==> src/rtl/xor_stream_checksum.sv <==
// ---------------------------------------------------------------------------
// xor_stream_checksum
//   Folds a packet of DATA_W-bit words into a running XOR checksum and reports
//   the checksum, its reduction parity and the beat count once per packet.
//   A packet closes on a beat carrying in_last, or on the beat that brings the
//   count to MAX_BEATS (force-close, flagged with out_err).
//
//   Build option: define CHK_ROTATE_EN to rotate the accumulator left by one
//   before each XOR, making the checksum sensitive to word order. Without it
//   the fold is a plain, order-insensitive XOR. Ports are identical either way.
//
// Ports
//   clk           in   1       clock, rising edge
//   rst_n         in   1       synchronous active-low reset
//   in_valid      in   1       input word valid
//   in_ready      out  1       block accepts input word (low only while a
//                              result is pending)
//   in_data       in   DATA_W  input word
//   in_last       in   1       final word of packet
//   out_valid     out  1       result valid
//   out_ready     in   1       downstream accepts result
//   out_checksum  out  DATA_W  XOR fold of all packet words
//   out_parity    out  1       ^out_checksum
//   out_count     out  CNT_W   beats in packet (1..MAX_BEATS)
//   out_err       out  1       packet force-closed at MAX_BEATS without in_last
//
// States
//   IDLE  | no beats taken for the current packet
//   ACCUM | at least one beat folded into the accumulator
//   HOLD  | result presented, waiting for out_ready
// ---------------------------------------------------------------------------
module xor_stream_checksum #(
  parameter  int DATA_W    = 8,
  parameter  int MAX_BEATS = 16,
  localparam int CNT_W     = $clog2(MAX_BEATS + 1)
) (
  input  logic              clk,
  input  logic              rst_n,
  input  logic              in_valid,
  output logic              in_ready,
  input  logic [DATA_W-1:0] in_data,
  input  logic              in_last,
  output logic              out_valid,
  input  logic              out_ready,
  output logic [DATA_W-1:0] out_checksum,
  output logic              out_parity,
  output logic [CNT_W-1:0]  out_count,
  output logic              out_err
);

  typedef enum logic [1:0] {
    IDLE  = 2'd0,
    ACCUM = 2'd1,
    HOLD  = 2'd2
  } state_t;

  state_t              state_q,  state_d;
  logic [DATA_W-1:0]   acc_q,    acc_d;
  logic [CNT_W-1:0]    cnt_q,    cnt_d;
  logic [DATA_W-1:0]   chk_q,    chk_d;
  logic                par_q,    par_d;
  logic [CNT_W-1:0]    ocnt_q,   ocnt_d;
  logic                err_q,    err_d;
  logic                valid_q,  valid_d;

  logic [DATA_W-1:0]   acc_f;
  logic [DATA_W-1:0]   fold;
  logic [CNT_W-1:0]    cnt_inc;
  logic                beat;
  logic                close;

`ifdef CHK_ROTATE_EN
  assign acc_f = {acc_q[DATA_W-2:0], acc_q[DATA_W-1]};
`else
  assign acc_f = acc_q;
`endif

  assign in_ready = (state_q != HOLD);
  assign beat     = in_valid & in_ready;
  assign fold     = acc_f ^ in_data;
  assign cnt_inc  = cnt_q + 1'b1;
  // cnt never exceeds MAX_BEATS, so equality on the incremented value is the
  // full force-close condition.
  assign close    = beat & (in_last | (cnt_inc == CNT_W'(MAX_BEATS)));

  always_ff @(posedge clk) begin
    if (!rst_n) begin
      state_q <= IDLE;
      acc_q   <= '0;
      cnt_q   <= '0;
      chk_q   <= '0;
      par_q   <= 1'b0;
      ocnt_q  <= '0;
      err_q   <= 1'b0;
      valid_q <= 1'b0;
    end else begin
      state_q <= state_d;
      acc_q   <= acc_d;
      cnt_q   <= cnt_d;
      chk_q   <= chk_d;
      par_q   <= par_d;
      ocnt_q  <= ocnt_d;
      err_q   <= err_d;
      valid_q <= valid_d;
    end
  end

  always_comb begin
    state_d = state_q;
    acc_d   = acc_q;
    cnt_d   = cnt_q;
    chk_d   = chk_q;
    par_d   = par_q;
    ocnt_d  = ocnt_q;
    err_d   = err_q;
    valid_d = valid_q;

    case (state_q)
      IDLE, ACCUM: begin
        if (close) begin
          chk_d   = fold;
          par_d   = ^fold;
          ocnt_d  = cnt_inc;
          err_d   = ~in_last;
          valid_d = 1'b1;
          acc_d   = '0;
          cnt_d   = '0;
          state_d = HOLD;
        end else if (beat) begin
          acc_d   = fold;
          cnt_d   = cnt_inc;
          state_d = ACCUM;
        end
      end
      HOLD: begin
        // Result fields are left untouched after the handshake; only the
        // valid flag drops.
        if (out_ready) begin
          valid_d = 1'b0;
          state_d = IDLE;
        end
      end
      default: begin
        state_d = IDLE;
        valid_d = 1'b0;
        acc_d   = '0;
        cnt_d   = '0;
      end
    endcase
  end

  assign out_valid    = valid_q;
  assign out_checksum = chk_q;
  assign out_parity   = par_q;
  assign out_count    = ocnt_q;
  assign out_err      = err_q;

endmodule
==> config.mk <==
export PLATFORM = sky130hd
export DESIGN_NAME = xor_stream_checksum
export DESIGN_NICKNAME = d
export VERILOG_FILES = /design/src/rtl/xor_stream_checksum.sv
export SDC_FILE = /design/constraint.sdc
export NUM_CORES = 1
export LEC_CHECK = 0
export ABC_AREA = 1
export CAP_MARGIN = 40
export CORE_ASPECT_RATIO = 1.25
export CORE_MARGIN = 4
export CORE_UTILIZATION = 45
export DETAILED_ROUTE_END_ITERATION = 6
export GPL_TIMING_DRIVEN = 0
export PLACE_DENSITY = 0.74
export RECOVER_POWER = 25
export SLEW_MARGIN = 30
export SYNTH_ARGS = -nofsm -noshare
export SYNTH_HDL_FRONTEND = slang
export SYNTH_SLANG_ARGS = --single-unit
==> constraint.sdc <==
create_clock -name clk -period 1.6 [get_ports clk]
set_clock_uncertainty 0.2 [all_clocks]
set_input_delay 0.32 -clock clk [delete_from_list [all_inputs] [get_ports clk]]
set_output_delay 0.32 -clock clk [all_outputs]
set_load 0.05 [all_outputs]
# Yosys cells after proc, flatten, opt, wreduce, memory -nomap -nowiden
# Cells that the tools add are included.
dict set report word_totals {
  input_bits 13
  out_inout_bits 17
  ff_bits 31
  elab_cells 42
}
dict set report classes {
  n_eq_ne 7
  n_reduce_logical 7
  bitwise_logic 6
  n_mux 13
  addsub 1
}
# operator n
set ops {}
lappend ops {{$mux 8} 2}
lappend ops {{$pmux 8 s2} 1}
lappend ops {{$mux 5} 2}
lappend ops {{$pmux 5 s2} 1}
lappend ops {{$reduce_and 2->1} 4}
lappend ops {{$reduce_xor 8->1} 1}
lappend ops {{$xor 8x8->8} 1}
lappend ops {{$mux 2} 3}
lappend ops {{$ne 2x2->1 const B} 3}
lappend ops {{$add 5x1->5 const B} 1}
lappend ops {{$eq 5x5->1 const B} 1}
lappend ops {{$pmux 2 s2} 1}
lappend ops {{$ne 3x3->1 const B} 1}
lappend ops {{$and 1x1->1} 2}
lappend ops {{$eq 2x1->1 const B} 1}
lappend ops {{$eq 2x2->1 const B} 1}
lappend ops {{$logic_not 2->1} 1}
lappend ops {{$mux 1} 2}
lappend ops {{$not 1->1} 2}
lappend ops {{$pmux 1 s2} 1}
lappend ops {{$reduce_or 2->1} 1}
lappend ops {{$or 1x1->1} 1}

# Logic depth before layout (Yosys ltp)
# Gate-level depths: netlist of run 1.
dict set report depth {
  depth_word 6
  mapped_depth 12
  depth_no_buf 11
}

# Worst setup path before layout of run 1
# Ideal clock, no wire load.
dict set report synth_path {
  kind {register -> register}
  from {register cnt_q[0]}
  to {register chk_q[3] (netlist: out_checksum[3])}
  path_buffers 1
  stages_incl_launch_ff 12
  synth_period_minus_slack_ns 1.745
  setup_time_ns 0.133
  required_ns 1.267
  arrival_time_ns 1.412
  slack_ns -0.145
  path_cell_list {dfxtp_1 ha_1 nand2_1 clkinv_1 nand3_2 nand2_2 nand3_1 nand2_2 nand3_4 buf_2 nand2_1 a21oi_2}
}
dict set report synth_via {
  elab_chain_cells 5
}
# item line_no
set synth_rtl {}
lappend synth_rtl {{from (decl)} 59} ;# logic [CNT_W-1:0] cnt_q, cnt_d;
lappend synth_rtl {{from (signal assigned)} 99} ;# cnt_q <= cnt_d;
lappend synth_rtl {{$add 5x1->5} 81} ;# assign cnt_inc = cnt_q + 1'b1;
lappend synth_rtl {{$eq 5x5->1} 84} ;# assign close = beat & (in_last | (cnt_inc == CNT_W'(MAX_BEATS)));
lappend synth_rtl {{$or 1x1->1} 84}
lappend synth_rtl {{$and 1x1->1} 84}
lappend synth_rtl {{$reduce_and 2->1 (no source line)} --}
lappend synth_rtl {{to (signal assigned)} 100} ;# chk_q <= chk_d;
lappend synth_rtl {{to (decl)} 60} ;# logic [DATA_W-1:0] chk_q, chk_d;
# Every way passes these cells.
# A chain may end at the register's enable or synchronous reset.

# Final worst setup path of run 1
dict set report layout_path {
  from {register cnt_q[1]}
  to {register chk_q[6] (netlist: out_checksum[6])}
}
# Same word-level chain as after synthesis.

==> key figures, run 1 <==
Power and ir drop
  – Cell Pwr Density: between 900 and 1000 nW/um^2
  – LEAKAGE: roughly 1.0 nW
  – VDD IR max: around 0.0006 V

Floorplanning
  – Chip Height: ~75 um
  – # rows: 24
  – I/O pins: 30
  – Core Area: between 3000 and 4000 um^2
  – Die X: 61.42 um
  – Die Footprint: 4593 um^2
  – Initial Util: between 40% and 50%

Logic synthesis
  – Sequential share of the synthesized area: 38.66%
  – Number of synthesis warnings: 0
  – Synth area leaders: dfxtp_1, nand2_1, a21oi_1, nand3_1, inv_1
  – Main synth FF type: dfxtp_1
  – Synth cell count leaders: nand2_1, dfxtp_1, a21oi_1
  – Post-Syn Nets: 263
  – Post-synth top area cell: dfxtp_1
  – Mapped Area: roughly 1600 um^2
  – Count leader, synth: nand2_1
  – Number of flops mapped to enable cells by yosys: 0
  – Ys async rst share: 0%
  – #FFs+latches synth: 31
  – Cells after Synth: between 200 and 250
  – Syn_area_per_cell: about 6.4 um^2
  – Yosys cell types: 23
  – Top-area cell type share of the netlist area: 38.66%

Timing
  – Final-report hold violation count: 0
  – Max Fclk: 0.5788 GHz
  – Setup violations, final: 27
  – Tcrit/Tclk final: 108.0%
  – Fin crit period: between 1.5 and 2 ns
  – RSZ-0062 raised after global routing: yes
  – Slew Limit Headroom: about 70%
  – Worst Slack Setup Final: -0.1278 ns
  – Slew @ Worst Pin: approximately 0.45 ns
  – Slew Limit Fails: 0
  – Tightest hold margin: around 0.26 ns

Setup path
  – CP dominant cell by count: nand2_2
  – Slowest-stage cell, CP: dfxtp_4
  – Worst path arrival time: 1.74 ns
  – Crit-path cells: ha_4 -> nand2_2 -> clkinv_2 -> nand3_2 -> nand2_2 -> nand3_2 -> nand2_2 -> nand3_4 -> clkinv_4 -> clkbuf_16 -> nand2_1 -> a21oi_1
  – Max FO, Critical Path: 5
  – Crit start category: register
  – Largest stage delay on the critical path: around 0.36 ns
  – CP endpoint kind: register
  – Worst Path Required: approximately 1.6 ns
  – Critical path class: reg2reg

Run status
  – Violated checks: setup timing
  – Status: complete, but fails checks

Clock tree
  – Clk slew on worst S/H paths: approximately 0.06 ns
  – Hold-fix buffers, CTS: 0
  – Root Buffer: clkbuf_8
  – Later-pin clock latency in the skew report: about 0.28 ns
  – CTS sink cnt: 31
  – TritonCTS buffer count: 5
  – TritonCTS clock tree: built
  – H-tree Lvls: 2
  – Bufs on Longest Clock Path: 2

Global routing
  – Grt ovf: 0
  – Total GRT Usage: approximately a fifth
  – Vias in the first global route: 1,498
  – First-pass GRT wire length: between 6 and 7 mm
  – Initial antenna violation count: 0
  – Largest net degree at the start of global routing: 11

Routing
  – Post-DRT Antenna Nets: 0
  – Pre-antenna DRT Iters: 4
  – Initial DRC count: 94
  – Vias: 1,660
  – Final wirelength: 4.036 mm
  – Residual DRC count: 0
  – Via-to-Cell Ratio: roughly 5
  – Drt wl/cell: between 10 and 15 um

Worst hold path
  – Classification of the worst-slack hold path: reg2reg

Placement
  – Cell Area, Placed: 1987 um^2
  – Gpl congestion: 0.8250
  – DP HPWL: about 2.7 mm
  – PortBufs: 29

Final layout
  – Layout area overhead: 39.36%
  – Final core utilization: between 60 and 70%
  – ANT cells: 0
  – Finished layout cell area: 2237 um^2
  – Layout cells sized above 1: 23.23%
  – Nets@finish: between 300 and 400

Job
  – Max cap viols: 0
==> final cells by class <==
cell class	instances	area (um^2)
buffer	8	65.06
inverter	29	116.4
fill	332	1216
clock buffer	7	76.32
clock inverter	1	5.005
sequential	31	630.6
tap	39	48.80
timing repair buffer	40	412.9
multi-input combinational	181	882.1
==> metal layers <==
metal / track usage [%] / vias to the layer above / wire length [um] / share of wire [%]
met2: 30.24 / 45 / 1948 / 48
li1: - / 886 / - / -
met5: 0 / - / 0 / 0
met4: 6.604 / 0 / 44 / 1.1
met3: 4.460 / 5 / 235 / 5.8
met1: 25.66 / 724 / 1807 / 45
==> through the flow <==
stage / cells / TNS [ns] / total power (W) / setup slack, ns
after global placement: 317 / -15.81 / 0.001423 / -0.5610
final: 336 / -2.231 / 0.002058 / -0.1278
after global routing: 336 / -5.623 / 0.002172 / -0.2356
after floorplan: 249 / -0.1450 / 0.001275 / -0.02226
after CTS: 334 / -1.832 / 0.002039 / -0.1051
after detailed placement: 317 / -16.28 / 0.001432 / -0.5789
==> worst max-delay path, delay by kind of cell (launching register included) <==
| family | cells | cell delay [ns] |
|---|---|---|
| AND/OR/NAND/NOR | 7 | 0.55 |
| adder cells (fa/ha/maj) | 1 | 0.14 |
| flip-flops | 1 | 0.36 |
| buffers and inverters | 3 | 0.31 |
| AO/OA/AOI/OAI | 1 | 0.11 |
==> sequential cells by signal (all words and copies together) (netlist names) <==
signal / flops
acc_f: 8
out_checksum: 8
cnt_q: 5
out_count: 5
state_q: 2
out_err: 1
out_parity: 1
out_valid: 1
==> cell families after synthesis <==
logic type,after synthesis,share of synthesized area (%)
buf+inv,37,9.509
xor+xnor,3,1.637
compound gates,45,14.89
fa+ha+maj,1,0.7793
simple gates,132,34.53
flops,31,38.66
==> layout by cell type, fill, tap and decap left out <==
master / count
nand2_1: 96
dfxtp_1: 27
inv_1: 25
a21oi_1: 25
nand3_1: 19
clkdlybuf4s15_2: 16
o21ai_0: 12
clkdlybuf4s50_1: 12
buf_4: 9
nand2_2: 7
a21oi_2: 6
clkbuf_8: 5
buf_6: 4
clkbuf_1: 4
clkinv_2: 3
xnor2_1: 3
nand3_2: 2
nor2_2: 2
nor2_1: 2
dfxtp_4: 2
dfxtp_2: 2
nand4_1: 1
a21boi_2: 1
inv_2: 1
clkbuf_4: 1
nand3_4: 1
clkinv_4: 1
buf_8: 1
clkbuf_2: 1
or2_2: 1
o21ai_1: 1
nand3b_1: 1
ha_4: 1
clkbuf_16: 1
buf_2: 1
==> worst paths after layout <==
check	startpoint	to	slack (ns)	cells after the start
max	cnt_q[1]	out_checksum[6]	-0.13	12
min	out_err	out_err	0.26	2
max reg2reg	cnt_q[1]	out_checksum[6]	-0.13	12
min reg2reg	out_err	out_err	0.26	2
==> what timing repair did <==
action / 4_1_cts / 5_1_grt
cloned: 0 / 1
buffers inserted: 9 / 1
pin swaps: 2 / 3
gates resized for setup: 62 / 18
setup endpoints to repair: 48 / 32
==> report_power, final <==
| group | leakage (nW) | switching (W) | internal [W] |
|---|---|---|---|
| sequential | 0.257 | 0.0000506 | 0.000834 |
| clock | 0.0422 | 0.000284 | 0.000305 |
| combinational | 0.703 | 0.000351 | 0.000234 |
| total | 1.00 | 0.000685 | 0.00137 |
Power figures use the tool's default switching activity.
==> inputs of run 2 (changes only) <==
CTS_CLUSTER_DIAMETER = 40   (was unset)
==> results of run 2 <==
The final DEF is identical to that of run 1; final timing and power are the same.
==> inputs of run 3 (changes only) <==
ABC_AREA = unset   (was 1)
GPL_TIMING_DRIVEN = unset   (was 0)
PLACE_DENSITY = 0.75   (was 0.74)
==> run 3 against run 2 <==
Compared with the run above:
- the run still ends with setup timing left
- synthesized cell count down 36%
- sequential share of layout area down 2.4 points
- clock-buffer cell count up 1
- worst hold slack better by 0.053 ns
- register-to-register slack worse by 0.05 ns
- global-route usage up 3.9 points
- synthesized area down 9.2%
- total power up 50%
==> key figures, run 3 <==
Run status
  – Status: complete, but fails checks (unchanged)
  – Violated checks: setup timing (unchanged)

Final layout
  – Commonest non-fill, non-tap cells in the layout: buf_4, dfxtp_1, a21oi_1 (was nand2_1, dfxtp_1, inv_1, a21oi_1, nand3_1)
  – Layout area overhead: 67.90% (was 39.36%)
  – Layout cells sized above 1: 46.49% (was 23.23%)
  – Nets@finish: 241 (was 310)
  – Filler Cell Count: 185 (was 332)
  – ANT cells: 0 (unchanged)
  – Final Non-Filler Cells: 264 (was 336)
  – Commonest non-fill, non-tap cell in the layout: buf_4 (was nand2_1)

Global routing
  – GR peak layer: met2 (unchanged)
  – GR Layer Usage met2: 39.31% (was 30.24%)
  – Largest net degree at the start of global routing: 20 (was 11)
  – Vias in the first global route: 1,546 (was 1,498)
  – Initial antenna violation count: 0 (unchanged)
  – GR Layer Usage met3: 6.847% (was 4.460%)
  – Grt ovf: 0 (unchanged)
  – Met1 Usage GRT: 25.66% (about the same)
  – Total GRT Usage: 23.08% (was 19.17%)
  – First-pass GRT wire length: 7.389 mm (was 6.596 mm)

Timing
  – Tcrit/Tclk final: 111.4% (was 108.0%)
  – Slew Limit Headroom: 70.90% (was 70.25%)
  – Setup violations, final: 31 (was 27)
  – Slew Limit Fails: 0 (unchanged)
  – RSZ-0062 raised after global routing: yes (unchanged)
  – Setup_tns: -3.116 ns (was -2.231 ns)
  – Fin crit period: 1.783 ns (was 1.728 ns)
  – Slew @ Worst Pin: 0.4358 ns (was 0.4462 ns)
  – Max Fclk: 0.5609 GHz (was 0.5788 GHz)
  – Worst Slack Setup Final: -0.1827 ns (was -0.1278 ns)
  – Final-report hold violation count: 0 (unchanged)
  – Tightest hold margin: 0.3144 ns (was 0.2613 ns)

Setup path
  – Worst path arrival time: 1.87 ns (was 1.74 ns)
  – Crit-path cells: and2_4 -> o21ai_4 -> a31oi_4 -> buf_6 -> or3_1 -> a21oi_2 (was ha_4 -> nand2_2 -> clkinv_2 -> nand3_2 -> nand2_2 -> nand3_2 -> nand2_2 -> nand3_4 -> clkinv_4 -> clkbuf_16 -> nand2_1 -> a21oi_1)
  – Critical register-to-register path startpoint: cnt_q[1] (unchanged)
  – R2r worst-path depth: 6 (was 12)
  – R2r setup slk: -0.18 ns (was -0.13 ns)
  – Max FO, Critical Path: 7 (was 5)
  – Critical path class: reg2reg (unchanged)
  – Worst Path Required: 1.68 ns (was 1.61 ns)
  – Largest stage delay on the critical path: 0.35 ns (was 0.36 ns)
  – CP endpoint kind: register (unchanged)
  – R2R Path End: out_count[0] (was out_checksum[6])
  – Slowest-stage cell, CP: dfxtp_2 (was dfxtp_4)
  – Crit start category: register (unchanged)

Floorplanning
  – Core Area: 3028 um^2 (was 3453 um^2)
  – Die Footprint: 4219 um^2 (was 4593 um^2)
  – Die X: 58.91 um (was 61.42 um)
  – # rows: 22 (was 24)
  – Chip Height: 71.63 um (was 74.78 um)
  – I/O pins: 30 (unchanged)
  – Initial Util: 48.14% (was 46.49%)

Worst hold path
  – Worst Hold Launch: out_count[1] (was out_err)
  – Hold Path Stages: 2 (unchanged)
  – WHS Endpoint: out_count[1] (was out_err)
  – Classification of the worst-slack hold path: reg2reg (unchanged)

Routing
  – Initial DRC count: 87 (was 94)
  – Drt wl/cell: 17.92 um (was 12.01 um)
  – Final wirelength: 4.731 mm (was 4.036 mm)
  – Post-DRT Antenna Nets: 0 (unchanged)
  – Vias: 1,563 (was 1,660)
  – Via-to-Cell Ratio: 5.920 (was 4.940)
  – Residual DRC count: 0 (unchanged)
  – Pre-antenna DRT Iters: 4 (unchanged)

Logic synthesis
  – Number of synthesis warnings: 0 (unchanged)
  – Synth area leaders: dfxtp_1, xnor2_1, a21oi_1, a211oi_1, a211o_1 (was dfxtp_1, nand2_1, a21oi_1, nand3_1, inv_1)
  – Main synth FF type: dfxtp_1 (unchanged)
  – Yosys cell types: 32 (was 23)
  – Top-area cell type share of the netlist area: 42.58% (was 38.66%)
  – Mapped Area: 1458 um^2 (was 1605 um^2)
  – Syn_area_per_cell: 9.168 um^2 (was 6.447 um^2)
  – Post-synth top area cell: dfxtp_1 (unchanged)
  – Cells after Synth: 159 (was 249)
  – #FFs+latches synth: 31 (unchanged)
  – Count leader, synth: dfxtp_1 (was nand2_1)
  – Number of flops mapped to enable cells by yosys: 0 (unchanged)
  – Sequential share of the synthesized area: 42.58% (was 38.66%)
  – Ys async rst share: 0% (unchanged)
  – Synth cell count leaders: dfxtp_1, a21oi_1, xnor2_1 (was nand2_1, dfxtp_1, a21oi_1)
  – Post-Syn Nets: 173 (was 263)

Placement
  – DP HPWL: 2.846 mm (was 2.726 mm)
  – Place WS: -0.5186 ns (was -0.5789 ns)
  – Post-placement cell count: 251 (was 317)
  – Gpl congestion: 0.9019 (was 0.8250)
  – PortBufs: 29 (unchanged)

Clock tree
  – Hold-fix buffers, CTS: 0 (unchanged)
  – TritonCTS buffer count: 5 (unchanged)
  – H-tree Lvls: 2 (unchanged)
  – Later-pin clock latency in the skew report: 0.35 ns (was 0.28 ns)
  – CTS sink cnt: 31 (unchanged)
  – Bufs on Longest Clock Path: 2 (unchanged)
  – Clk slew on worst S/H paths: 0.10 ns (was 0.06 ns)
  – TritonCTS clock tree: built (unchanged)
  – Root Buffer: clkbuf_4 (was clkbuf_8)

Power and ir drop
  – Pint: 0.001941 W (was 0.001373 W)
  – LEAKAGE: 0.9449 nW (was 1.002 nW)
  – Net Sw Frac: 37.25% (was 33.30%)
  – Comb pwr share: 47.0% (was 28.4%)
  – Clk pwr share: 17.4% (was 28.6%)
  – VDD IR max: 0.001059 V (was 0.0006016 V)
  – Sw power: 0.001152 W (was 0.0006852 W)
  – Sequential Power Share: 35.7% (was 43.0%)
  – Cell Pwr Density: 1264 nW/um^2 (was 919.8 nW/um^2)

Job
  – Max cap viols: 0 (unchanged)
run 3: cell types whose count changed after synthesis, moves of 4 or more:
cell	before	now
o21ai_0	13	4
a211oi_1	0	11
xnor2_1	3	18
a211o_1	0	8
nand2_1	101	5
nor3_1	0	4
inv_1	26	2
a31oi_1	0	9
nand3_1	20	3
run 3: repair_timing:
action,in CTS,in global routing
cloned,2,0
setup buffers,2,1
endpoints found under the hold margin,0,0
pin swaps,8,21
resized for setup,16,29
endpoints found under the setup margin,28,32
run 3: worst max-delay path by stage:
stage | startpoint | end | slack (ns) | cells after the start
6_report | cnt_q[1] | out_count[0] | -0.18 | 6
3_3_place_gp | rst_n | acc_f[7] | -0.40 | 6
3_5_place_dp | rst_n | acc_f[0] | -0.52 | 6
5_1_grt | cnt_q[0] | cnt_q[4] | -0.26 | 6
2_1_floorplan | cnt_q[0] | acc_f[0] | -0.02 | 6
4_1_cts | cnt_q[0] | acc_f[0] | -0.12 | 7
run 3: logic make-up after synthesis:
kind of cell,Yosys count,synth area share (%)
AOI/OAI and AO/OA,66,30.22
DFF,31,42.58
muxes,2,1.373
xor gates and xnor gates,18,10.82
adders and majority gates,1,0.8582
buffers and inverters,13,4.205
and+or+nand+nor,28,9.959
run 3: worst max-delay path: cells and delay by family, from the launching register on:
family,cells,cell delay (ns)
flip-flops,1,0.35
AO/OA/AOI/OAI,3,0.51
buffers and inverters,1,0.17
AND/OR/NAND/NOR,2,0.49
run 3: layout make-up:
class	instances	area [um^2]	share of cell area, %
Timing Repair Buffer	69	723.2	29.55
Sequential cell	31	630.6	25.77
Inverter	3	12.51	0.5112
Clock buffer	8	68.82	2.812
Tap cell	36	45.04	1.840
Multi-Input combinational cell	117	967.2	39.52
run 3: power by group through the flow:
stage | clock, W | combinational, W | sequential [W]
2_1_floorplan | 0 | 0.000657 | 0.00117
3_3_place_gp | 0 | 0.00122 | 0.00107
3_5_place_dp | 0 | 0.00125 | 0.00108
4_1_cts | 0.000545 | 0.00130 | 0.00109
5_1_grt | 0.000585 | 0.00154 | 0.00112
6_report | 0.000538 | 0.00145 | 0.00110
run 3: routing by layer:
layer | wire [um] | vias to the layer above | part of all wire, %
li1 | - | 734 | -
met1 | 1947 | 760 | 41
met2 | 2372 | 55 | 50
met3 | 271 | 14 | 5.7
met4 | 140 | 0 | 3.0
met5 | 0 | - | 0
run 3: through the flow:
step / total power [W] / util [%] / cell area, um^2
after floorplan: 0.001824 / - / 1464
after global placement: 0.002287 / 72.56 / 2197
after detailed placement: 0.002336 / 72.56 / 2197
after CTS: 0.002934 / 78.51 / 2377
after global routing: 0.003245 / 80.83 / 2447
final: 0.003094 / 80.83 / 2447
